File: config.mk
export PLATFORM = sky130hd
export DESIGN_NAME = axi_wr_frontend_flat
export DESIGN_NICKNAME = d
export VERILOG_FILES = /design/src/rtl/axi_wr_frontend_if.sv /design/src/rtl/axi_wr_frontend.sv /design/src/flat_wrapper.sv
export SDC_FILE = /design/constraint.sdc
export NUM_CORES = 1
export LEC_CHECK = 0
export ABC_AREA = 1
export ABC_CLOCK_PERIOD_IN_PS = 6400
export CAP_MARGIN = 15
export CORE_UTILIZATION = 50
export CTS_CLUSTER_DIAMETER = 100
export DETAILED_ROUTE_END_ITERATION = 6
export PLACE_DENSITY = 0.86
export SYNTH_ARGS = -nofsm -noshare
export SYNTH_HDL_FRONTEND = slang
export SYNTH_SLANG_ARGS = --single-unit
File: constraint.sdc
create_clock -name clk -period 6.4 [get_ports clk]
set_clock_uncertainty 0.1 [all_clocks]
set_input_delay 1.28 -clock clk [delete_from_list [all_inputs] [get_ports clk]]
set_output_delay 1.28 -clock clk [all_outputs]
set_load 0.05 [all_outputs]
File: src/rtl/axi_wr_frontend_if.sv
// AXI write-side bundle (AW, W, B) plus the beat-request channel to the scheduler.
// slave modport: the write front end; master modport: interconnect and scheduler side.
// Handshakes are plain valid/ready on every channel.
interface axi_wr_frontend_if #(
  parameter int ADDR_WIDTH = 32,
  parameter int ID_WIDTH   = 4,
  parameter int DATA_WIDTH = 128,
  parameter int ADDR_LEN   = 4
);
  logic                    awvalid;
  logic                    awready;
  logic [ID_WIDTH-1:0]     awid;
  logic [ADDR_WIDTH-1:0]   awaddr;
  logic [ADDR_LEN-1:0]     awlen;
  logic [2:0]              awsize;
  logic [1:0]              awburst;
  logic                    wvalid;
  logic                    wready;
  logic [ID_WIDTH-1:0]     wid;
  logic [DATA_WIDTH-1:0]   wdata;
  logic [DATA_WIDTH/8-1:0] wstrb;
  logic                    wlast;
  logic                    bvalid;
  logic                    bready;
  logic [ID_WIDTH-1:0]     bid;
  logic [1:0]              bresp;
  logic                    req_valid;
  logic                    req_ready;
  logic [ADDR_WIDTH-1:0]   req_addr;
  logic [DATA_WIDTH-1:0]   req_data;
  logic [DATA_WIDTH/8-1:0] req_strb;
  logic [ID_WIDTH-1:0]     req_id;
  logic                    req_last;

  modport slave (
    input  awvalid, awid, awaddr, awlen, awsize, awburst,
    input  wvalid, wid, wdata, wstrb, wlast,
    input  bready, req_ready,
    output awready, wready, bvalid, bid, bresp,
    output req_valid, req_addr, req_data, req_strb, req_id, req_last
  );

  modport master (
    output awvalid, awid, awaddr, awlen, awsize, awburst,
    output wvalid, wid, wdata, wstrb, wlast,
    output bready, req_ready,
    input  awready, wready, bvalid, bid, bresp,
    input  req_valid, req_addr, req_data, req_strb, req_id, req_last
  );
endinterface

File: src/rtl/axi_wr_frontend.sv
// AXI write front end: one burst at a time, per-beat FIXED/INCR/WRAP byte address, one-entry beat buffer.
// Latency: a beat appears on req_* the cycle after its W handshake; B follows the drain of the last beat.
// Backpressure: wready = buffer free (full rate when req_ready=1); AW/W held off outside IDLE/DATA.
// Optional: define AXI_WR_ALIGN_CHECK_EN to flag and align misaligned or oversized AW requests.
module axi_wr_frontend #(
  parameter int ADDR_WIDTH = 32,
  parameter int ID_WIDTH   = 4,
  parameter int DATA_WIDTH = 128,
  parameter int ADDR_LEN   = 4
) (
  input logic clk,
  input logic rst_n,
  axi_wr_frontend_if.slave bus
);
  localparam int STRB_W = DATA_WIDTH / 8;
  localparam logic [1:0] BURST_FIXED = 2'b00;
  localparam logic [1:0] BURST_INCR  = 2'b01;
  localparam logic [1:0] BURST_WRAP  = 2'b10;
  localparam logic [1:0] BURST_RSVD  = 2'b11;

  typedef enum logic [1:0] {IDLE = 2'd0, DATA = 2'd1, RESP = 2'd2} state_t;

  state_t                state_q;
  logic                  awready_q, bvalid_q, err_q, req_valid_q, req_last_q;
  logic [ID_WIDTH-1:0]   id_q, bid_q, req_id_q;
  logic [1:0]            bresp_q, mode_q;
  logic [ADDR_WIDTH-1:0] cur_addr_q, cur_addr_d, req_addr_q;
  logic [ADDR_LEN-1:0]   len_q, beat_cnt_q;
  logic [2:0]            size_q;
  logic [DATA_WIDTH-1:0] req_data_q;
  logic [STRB_W-1:0]     req_strb_q;

  logic                  aw_fire, w_fire, wready_c, beat_last, beat_err, aw_wrap_ok, aw_err;
  logic [1:0]            aw_mode;
  logic [ADDR_WIDTH-1:0] aw_addr, step, region, incr_addr;

  assign wready_c  = (state_q == DATA) && (!req_valid_q || bus.req_ready);
  assign aw_fire   = bus.awvalid && awready_q;
  assign w_fire    = bus.wvalid && wready_c;
  assign beat_last = (beat_cnt_q == len_q);
  assign beat_err  = (bus.wid != id_q) || (bus.wlast != beat_last);

  assign bus.awready   = awready_q;
  assign bus.wready    = wready_c;
  assign bus.bvalid    = bvalid_q;
  assign bus.bid       = bid_q;
  assign bus.bresp     = bresp_q;
  assign bus.req_valid = req_valid_q;
  assign bus.req_addr  = req_addr_q;
  assign bus.req_data  = req_data_q;
  assign bus.req_strb  = req_strb_q;
  assign bus.req_id    = req_id_q;
  assign bus.req_last  = req_last_q;

`ifdef AXI_WR_ALIGN_CHECK_EN
  logic [ADDR_WIDTH-1:0] aw_step;
  assign aw_step = ADDR_WIDTH'(1) << bus.awsize;
`endif

  // Decode the AW request: effective burst mode, error flag and start address.
  always_comb begin
    aw_wrap_ok = (bus.awlen == ADDR_LEN'(1)) || (bus.awlen == ADDR_LEN'(3)) ||
                 (bus.awlen == ADDR_LEN'(7)) || (bus.awlen == ADDR_LEN'(15));
    aw_mode = BURST_INCR;
    aw_err  = 1'b0;
    aw_addr = bus.awaddr;
    if (bus.awburst == BURST_FIXED) begin
      aw_mode = BURST_FIXED;
    end else if (bus.awburst == BURST_WRAP) begin
      if (aw_wrap_ok) aw_mode = BURST_WRAP;
      else            aw_err  = 1'b1;
    end else if (bus.awburst == BURST_RSVD) begin
      aw_err = 1'b1;
    end
`ifdef AXI_WR_ALIGN_CHECK_EN
    if ((|(bus.awaddr & (aw_step - ADDR_WIDTH'(1)))) || (aw_step > ADDR_WIDTH'(STRB_W))) begin
      aw_err  = 1'b1;
      aw_addr = bus.awaddr & ~(aw_step - ADDR_WIDTH'(1));
    end
`endif
  end

  // Address of the next beat; WRAP stays inside the (len+1)*step aligned region.
  always_comb begin
    step      = ADDR_WIDTH'(1) << size_q;
    region    = (ADDR_WIDTH'(len_q) + ADDR_WIDTH'(1)) << size_q;
    incr_addr = cur_addr_q + step;
    case (mode_q)
      BURST_FIXED: cur_addr_d = cur_addr_q;
      BURST_WRAP:  cur_addr_d = (cur_addr_q & ~(region - ADDR_WIDTH'(1))) |
                                (incr_addr & (region - ADDR_WIDTH'(1)));
      default:     cur_addr_d = incr_addr;
    endcase
  end

  // Burst FSM with registered AW/B outputs and the one-entry request buffer.
  always_ff @(posedge clk or negedge rst_n) begin
    if (!rst_n) begin
      state_q     <= IDLE;
      awready_q   <= 1'b0;
      bvalid_q    <= 1'b0;
      bid_q       <= '0;
      bresp_q     <= 2'b00;
      err_q       <= 1'b0;
      id_q        <= '0;
      mode_q      <= BURST_INCR;
      cur_addr_q  <= '0;
      len_q       <= '0;
      beat_cnt_q  <= '0;
      size_q      <= '0;
      req_valid_q <= 1'b0;
      req_addr_q  <= '0;
      req_data_q  <= '0;
      req_strb_q  <= '0;
      req_id_q    <= '0;
      req_last_q  <= 1'b0;
    end else begin
      case (state_q)
        IDLE: begin
          awready_q <= 1'b1;
          if (aw_fire) begin
            awready_q  <= 1'b0;
            id_q       <= bus.awid;
            cur_addr_q <= aw_addr;
            len_q      <= bus.awlen;
            size_q     <= bus.awsize;
            mode_q     <= aw_mode;
            beat_cnt_q <= '0;
            err_q      <= aw_err;
            state_q    <= DATA;
          end
        end
        DATA: begin
          if (w_fire) begin
            req_valid_q <= 1'b1;
            req_addr_q  <= cur_addr_q;
            req_data_q  <= bus.wdata;
            req_strb_q  <= bus.wstrb;
            req_id_q    <= id_q;
            req_last_q  <= beat_last;
            cur_addr_q  <= cur_addr_d;
            beat_cnt_q  <= beat_cnt_q + 1'b1;
            if (beat_err) err_q <= 1'b1;
            if (beat_last) state_q <= RESP;
          end else if (bus.req_ready) begin
            req_valid_q <= 1'b0;
          end
        end
        RESP: begin
          if (bus.req_ready) req_valid_q <= 1'b0;
          if (!bvalid_q && (!req_valid_q || bus.req_ready)) begin
            bvalid_q <= 1'b1;
            bid_q    <= id_q;
            bresp_q  <= err_q ? 2'b10 : 2'b00;
          end else if (bvalid_q && bus.bready) begin
            bvalid_q  <= 1'b0;
            awready_q <= 1'b1;
            state_q   <= IDLE;
          end
        end
        default: state_q <= IDLE;
      endcase
    end
  end
endmodule

File: src/flat_wrapper.sv
// flat-port wrapper written by rule: the top's interface ports become plain ports
module axi_wr_frontend_flat 
#(
  parameter int ADDR_WIDTH = 32,
  parameter int ID_WIDTH   = 4,
  parameter int DATA_WIDTH = 128,
  parameter int ADDR_LEN   = 4
)
  (clk, rst_n, bus_awvalid, bus_awid, bus_awaddr, bus_awlen, bus_awsize, bus_awburst, bus_wvalid, bus_wid, bus_wdata, bus_wstrb, bus_wlast, bus_bready, bus_req_ready, bus_awready, bus_wready, bus_bvalid, bus_bid, bus_bresp, bus_req_valid, bus_req_addr, bus_req_data, bus_req_strb, bus_req_id, bus_req_last);
  axi_wr_frontend_if #(.ADDR_WIDTH(ADDR_WIDTH), .ID_WIDTH(ID_WIDTH), .DATA_WIDTH(DATA_WIDTH), .ADDR_LEN(ADDR_LEN)) bus_i ();
  input logic clk;
  input logic rst_n;
  input wire logic [$bits(bus_i.awvalid)-1:0] bus_awvalid;
  input wire logic [$bits(bus_i.awid)-1:0] bus_awid;
  input wire logic [$bits(bus_i.awaddr)-1:0] bus_awaddr;
  input wire logic [$bits(bus_i.awlen)-1:0] bus_awlen;
  input wire logic [$bits(bus_i.awsize)-1:0] bus_awsize;
  input wire logic [$bits(bus_i.awburst)-1:0] bus_awburst;
  input wire logic [$bits(bus_i.wvalid)-1:0] bus_wvalid;
  input wire logic [$bits(bus_i.wid)-1:0] bus_wid;
  input wire logic [$bits(bus_i.wdata)-1:0] bus_wdata;
  input wire logic [$bits(bus_i.wstrb)-1:0] bus_wstrb;
  input wire logic [$bits(bus_i.wlast)-1:0] bus_wlast;
  input wire logic [$bits(bus_i.bready)-1:0] bus_bready;
  input wire logic [$bits(bus_i.req_ready)-1:0] bus_req_ready;
  output wire logic [$bits(bus_i.awready)-1:0] bus_awready;
  output wire logic [$bits(bus_i.wready)-1:0] bus_wready;
  output wire logic [$bits(bus_i.bvalid)-1:0] bus_bvalid;
  output wire logic [$bits(bus_i.bid)-1:0] bus_bid;
  output wire logic [$bits(bus_i.bresp)-1:0] bus_bresp;
  output wire logic [$bits(bus_i.req_valid)-1:0] bus_req_valid;
  output wire logic [$bits(bus_i.req_addr)-1:0] bus_req_addr;
  output wire logic [$bits(bus_i.req_data)-1:0] bus_req_data;
  output wire logic [$bits(bus_i.req_strb)-1:0] bus_req_strb;
  output wire logic [$bits(bus_i.req_id)-1:0] bus_req_id;
  output wire logic [$bits(bus_i.req_last)-1:0] bus_req_last;
  assign bus_i.awvalid = bus_awvalid;
  assign bus_i.awid = bus_awid;
  assign bus_i.awaddr = bus_awaddr;
  assign bus_i.awlen = bus_awlen;
  assign bus_i.awsize = bus_awsize;
  assign bus_i.awburst = bus_awburst;
  assign bus_i.wvalid = bus_wvalid;
  assign bus_i.wid = bus_wid;
  assign bus_i.wdata = bus_wdata;
  assign bus_i.wstrb = bus_wstrb;
  assign bus_i.wlast = bus_wlast;
  assign bus_i.bready = bus_bready;
  assign bus_i.req_ready = bus_req_ready;
  assign bus_awready = bus_i.awready;
  assign bus_wready = bus_i.wready;
  assign bus_bvalid = bus_i.bvalid;
  assign bus_bid = bus_i.bid;
  assign bus_bresp = bus_i.bresp;
  assign bus_req_valid = bus_i.req_valid;
  assign bus_req_addr = bus_i.req_addr;
  assign bus_req_data = bus_i.req_data;
  assign bus_req_strb = bus_i.req_strb;
  assign bus_req_id = bus_i.req_id;
  assign bus_req_last = bus_i.req_last;
  axi_wr_frontend #(.ADDR_WIDTH(ADDR_WIDTH), .ID_WIDTH(ID_WIDTH), .DATA_WIDTH(DATA_WIDTH), .ADDR_LEN(ADDR_LEN)) u_core (.clk(clk), .rst_n(rst_n), .bus(bus_i));
endmodule
==> flow_summary.yaml <==
run_status:
  status: "completed"
timing:
  period_needed_ns: 4.48
  rsz0062_at_grt: "no"
  finalSetupViolCount: 0
  max_slew_margin_pct: 26.5
  tightestPinTransition_ns: 1.10
  min_period_over_period_pct: 70.0
  setup_ws_ns: 1.92
  hold_slack_ns: 0.378
  setup_tns_ns: 0
  drv_slew: 0
  finalHoldViolCount: 0
  max_freq_ghz: 0.223
pwr:
  power_mw: 10.2
  power.density_nw_per_um2: 614
  peakVddDrop_mv: 0.320
  p_leak_nw: 8.06
min_path:
  hold_class: "flip-flop to flip-flop"
  hold_path_startpoint: "u_core.bus.req_addr[20]"
synth:
  post-synth-top-count-cell: "nand2_1"
  synth_top_area_share_pct: 51.4
  ys.flop_type: "dfrtp_1"
  synth_area_um2: 11700
  synth_common_cells: "715 x nand2_1, 240 x dfrtp_1, 82 x inv_1"
  synth_cell_types: 56
  synth_area_leader_cell: "dfrtp_1"
  ys.warnings.count: 0
  avgSynthCellArea_um2: 7.87
  ys_top_cells_by_area: "dfrtp_1 51%, nand2_1 23%, o21ai_0 3.4%"
  synth-edff-count: 0
  yosysSeqAreaShare_pct: 51.6
  syn-num-nets: 1701
  ys_ff_latch: 241
  async_flop_share_pct: 100
  synthCells: 1485
placed_design:
  place.port_buffers: 389
  place_congestion: 0.957
  hpwl_mm: 27.7
  placed_cells: 2134
  dpl_cell_area_um2: 15800
  dp_slack_ns: 1.99
clock_tree:
  cts_tree: "done"
  numCtsBuffers: 27
  htree_levels: 1
  clk_path_buf_depth: 3
  cts-root-buf: "clkbuf_16"
  clk_pin_slew_ns: 0.06
  cts_resized: 0
  ctsHoldBuffers: 0
  cts.sink_count: 241
  clk_latency_ns: 0.53
  postCtsSetupBuffers: 0
worst_setup_path:
  worstReg2RegStart: "u_core.state_q[1]"
  critPathRequiredTime_ns: 5.02
  critical_path_class: "flip-flop to output port"
  cp.arrival_ns: 3.10
  crit_path_cell_trace: "inv_1 -> ha_1 -> buf_4 -> inv_1 -> buf_4 -> nor2_2 -> clkdlybuf4s50_1"
  startpoint_type: "flip-flop"
  cp_num_buf_inv: 5
  startpoint: "u_core.state_q[1]"
  cp_slowest_cell: "clkdlybuf4s50_1"
  cp-end-kind: "output port"
  critPathMaxFanout: 48
  max_stage_delay_ns: 0.86
  critPathTopFamily: "buffers and inverters"
die:
  chipHeight_um: 155
  rows: 55
  coreArea_um2: 22800
  start_util_pct: 51.3
  die_w_um: 155
  ioPinCount: 391
  die_area_um2: 24000
drt:
  drc: 0
  routedWlPerCell_um: 17.1
  wl_mm: 37.5
  vias: 11200
  dr.first_iter.drc_count: 895
  viasPerCell: 5.13
  ant_nets: 0
  first_pass_iters: 5
flow_run:
  maxCapViolCount: 0
final_layout:
  syn2layout_area_growth_pct: 42.6
  fin_nets: 2066
  stdcell_count: 2192
  design_area_um2: 16700
  post-route-util_pct: 73.2
  drive_above_1_share_pct: 6.32
global_route:
  grt_overflow: 0
  antenna_found_initial: 11
  grt_pass1_vias: 11000
  grt_max_degree: 115
  grtUsageTotal_pct: 30.8
  grt_pass1_wl_mm: 58.1
-- area by class of cell --
cell class | count | area, um2
clock inverter | 5 | 85.1
fill | 1704 | 6100
antenna | 11 | 27.5
multi-input combinational | 1091 | 5030
sequential | 241 | 6030
clock buffer | 42 | 772
inverter | 93 | 369
tap | 313 | 392
timing repair buffer | 396 | 3960
-- cell families (layout without fill, tap and decap cells) --
family	count (synthesis)	in the layout	share of synthesized area (%)
other	1	12	0.0321
xor gates and xnor gates	18	18	1.35
buffers and inverters	153	536	5.48
adders and majority gates	16	16	1.78
and+or+nand+nor	908	908	32.3
muxes	4	4	0.364
AOI/OAI and AO/OA	144	144	7.09
DFF	241	241	51.6
-- where the power goes --
part | internal (mW) | switching (mW) | total [mW]
Sequential | 2.24 | 0.504 | 2.74
Combinational | 1.87 | 4.10 | 5.98
Clock | 0.905 | 0.616 | 1.52
-- placed cells by master, fill, tap and decap left out, types with 9 or more instances in the layout --
cell	n
nor2_1	52
clkbuf_16	27
clkdlybuf4s50_1	388
nor3_1	16
clkbuf_1	11
inv_1	82
nand2_1	715
nand4_1	12
o21ai_2	9
ha_1	15
diode_2	11
nand2_2	16
xor2_1	10
o21ai_0	79
nand3_1	54
dfrtp_1	240
a21oi_1	32
-- final timing paths --
| path | endpoint | slack (ns) | cells past startpoint |
|---|---|---|---|
| setup / recovery | bus_wready | 1.92 | 7 |
| hold / removal | u_core.bus.req_addr[20] | 0.38 | 2 |
| setup reg to reg | flip-flop | 2.48 | 13 |
| hold reg to reg | u_core.bus.req_addr[20] | 0.38 | 2 |
| max in group asynchronous | asynchronous set/reset pin | 4.12 | 2 |
| min in group asynchronous | u_core.bus.req_addr[18] | 0.64 | 1 |
-- tightest hold or removal path: cells and delay by family, from the launching register on --
| kind | cells | cell delay, ns |
|---|---|---|
| and+or+nand+nor | 2 | 0.10 |
| DFF | 1 | 0.34 |
-- layer usage --
metal | vias to the layer above | share of wire (%) | track usage, %
met5 | - | 0 | 0
met1 | 5315 | 39 | 37.0
met4 | 0 | 4.5 | 13.8
met2 | 422 | 50 | 52.9
li1 | 5412 | - | -
met3 | 96 | 6.9 | 6.94
Power figures use the tool's default switching activity.
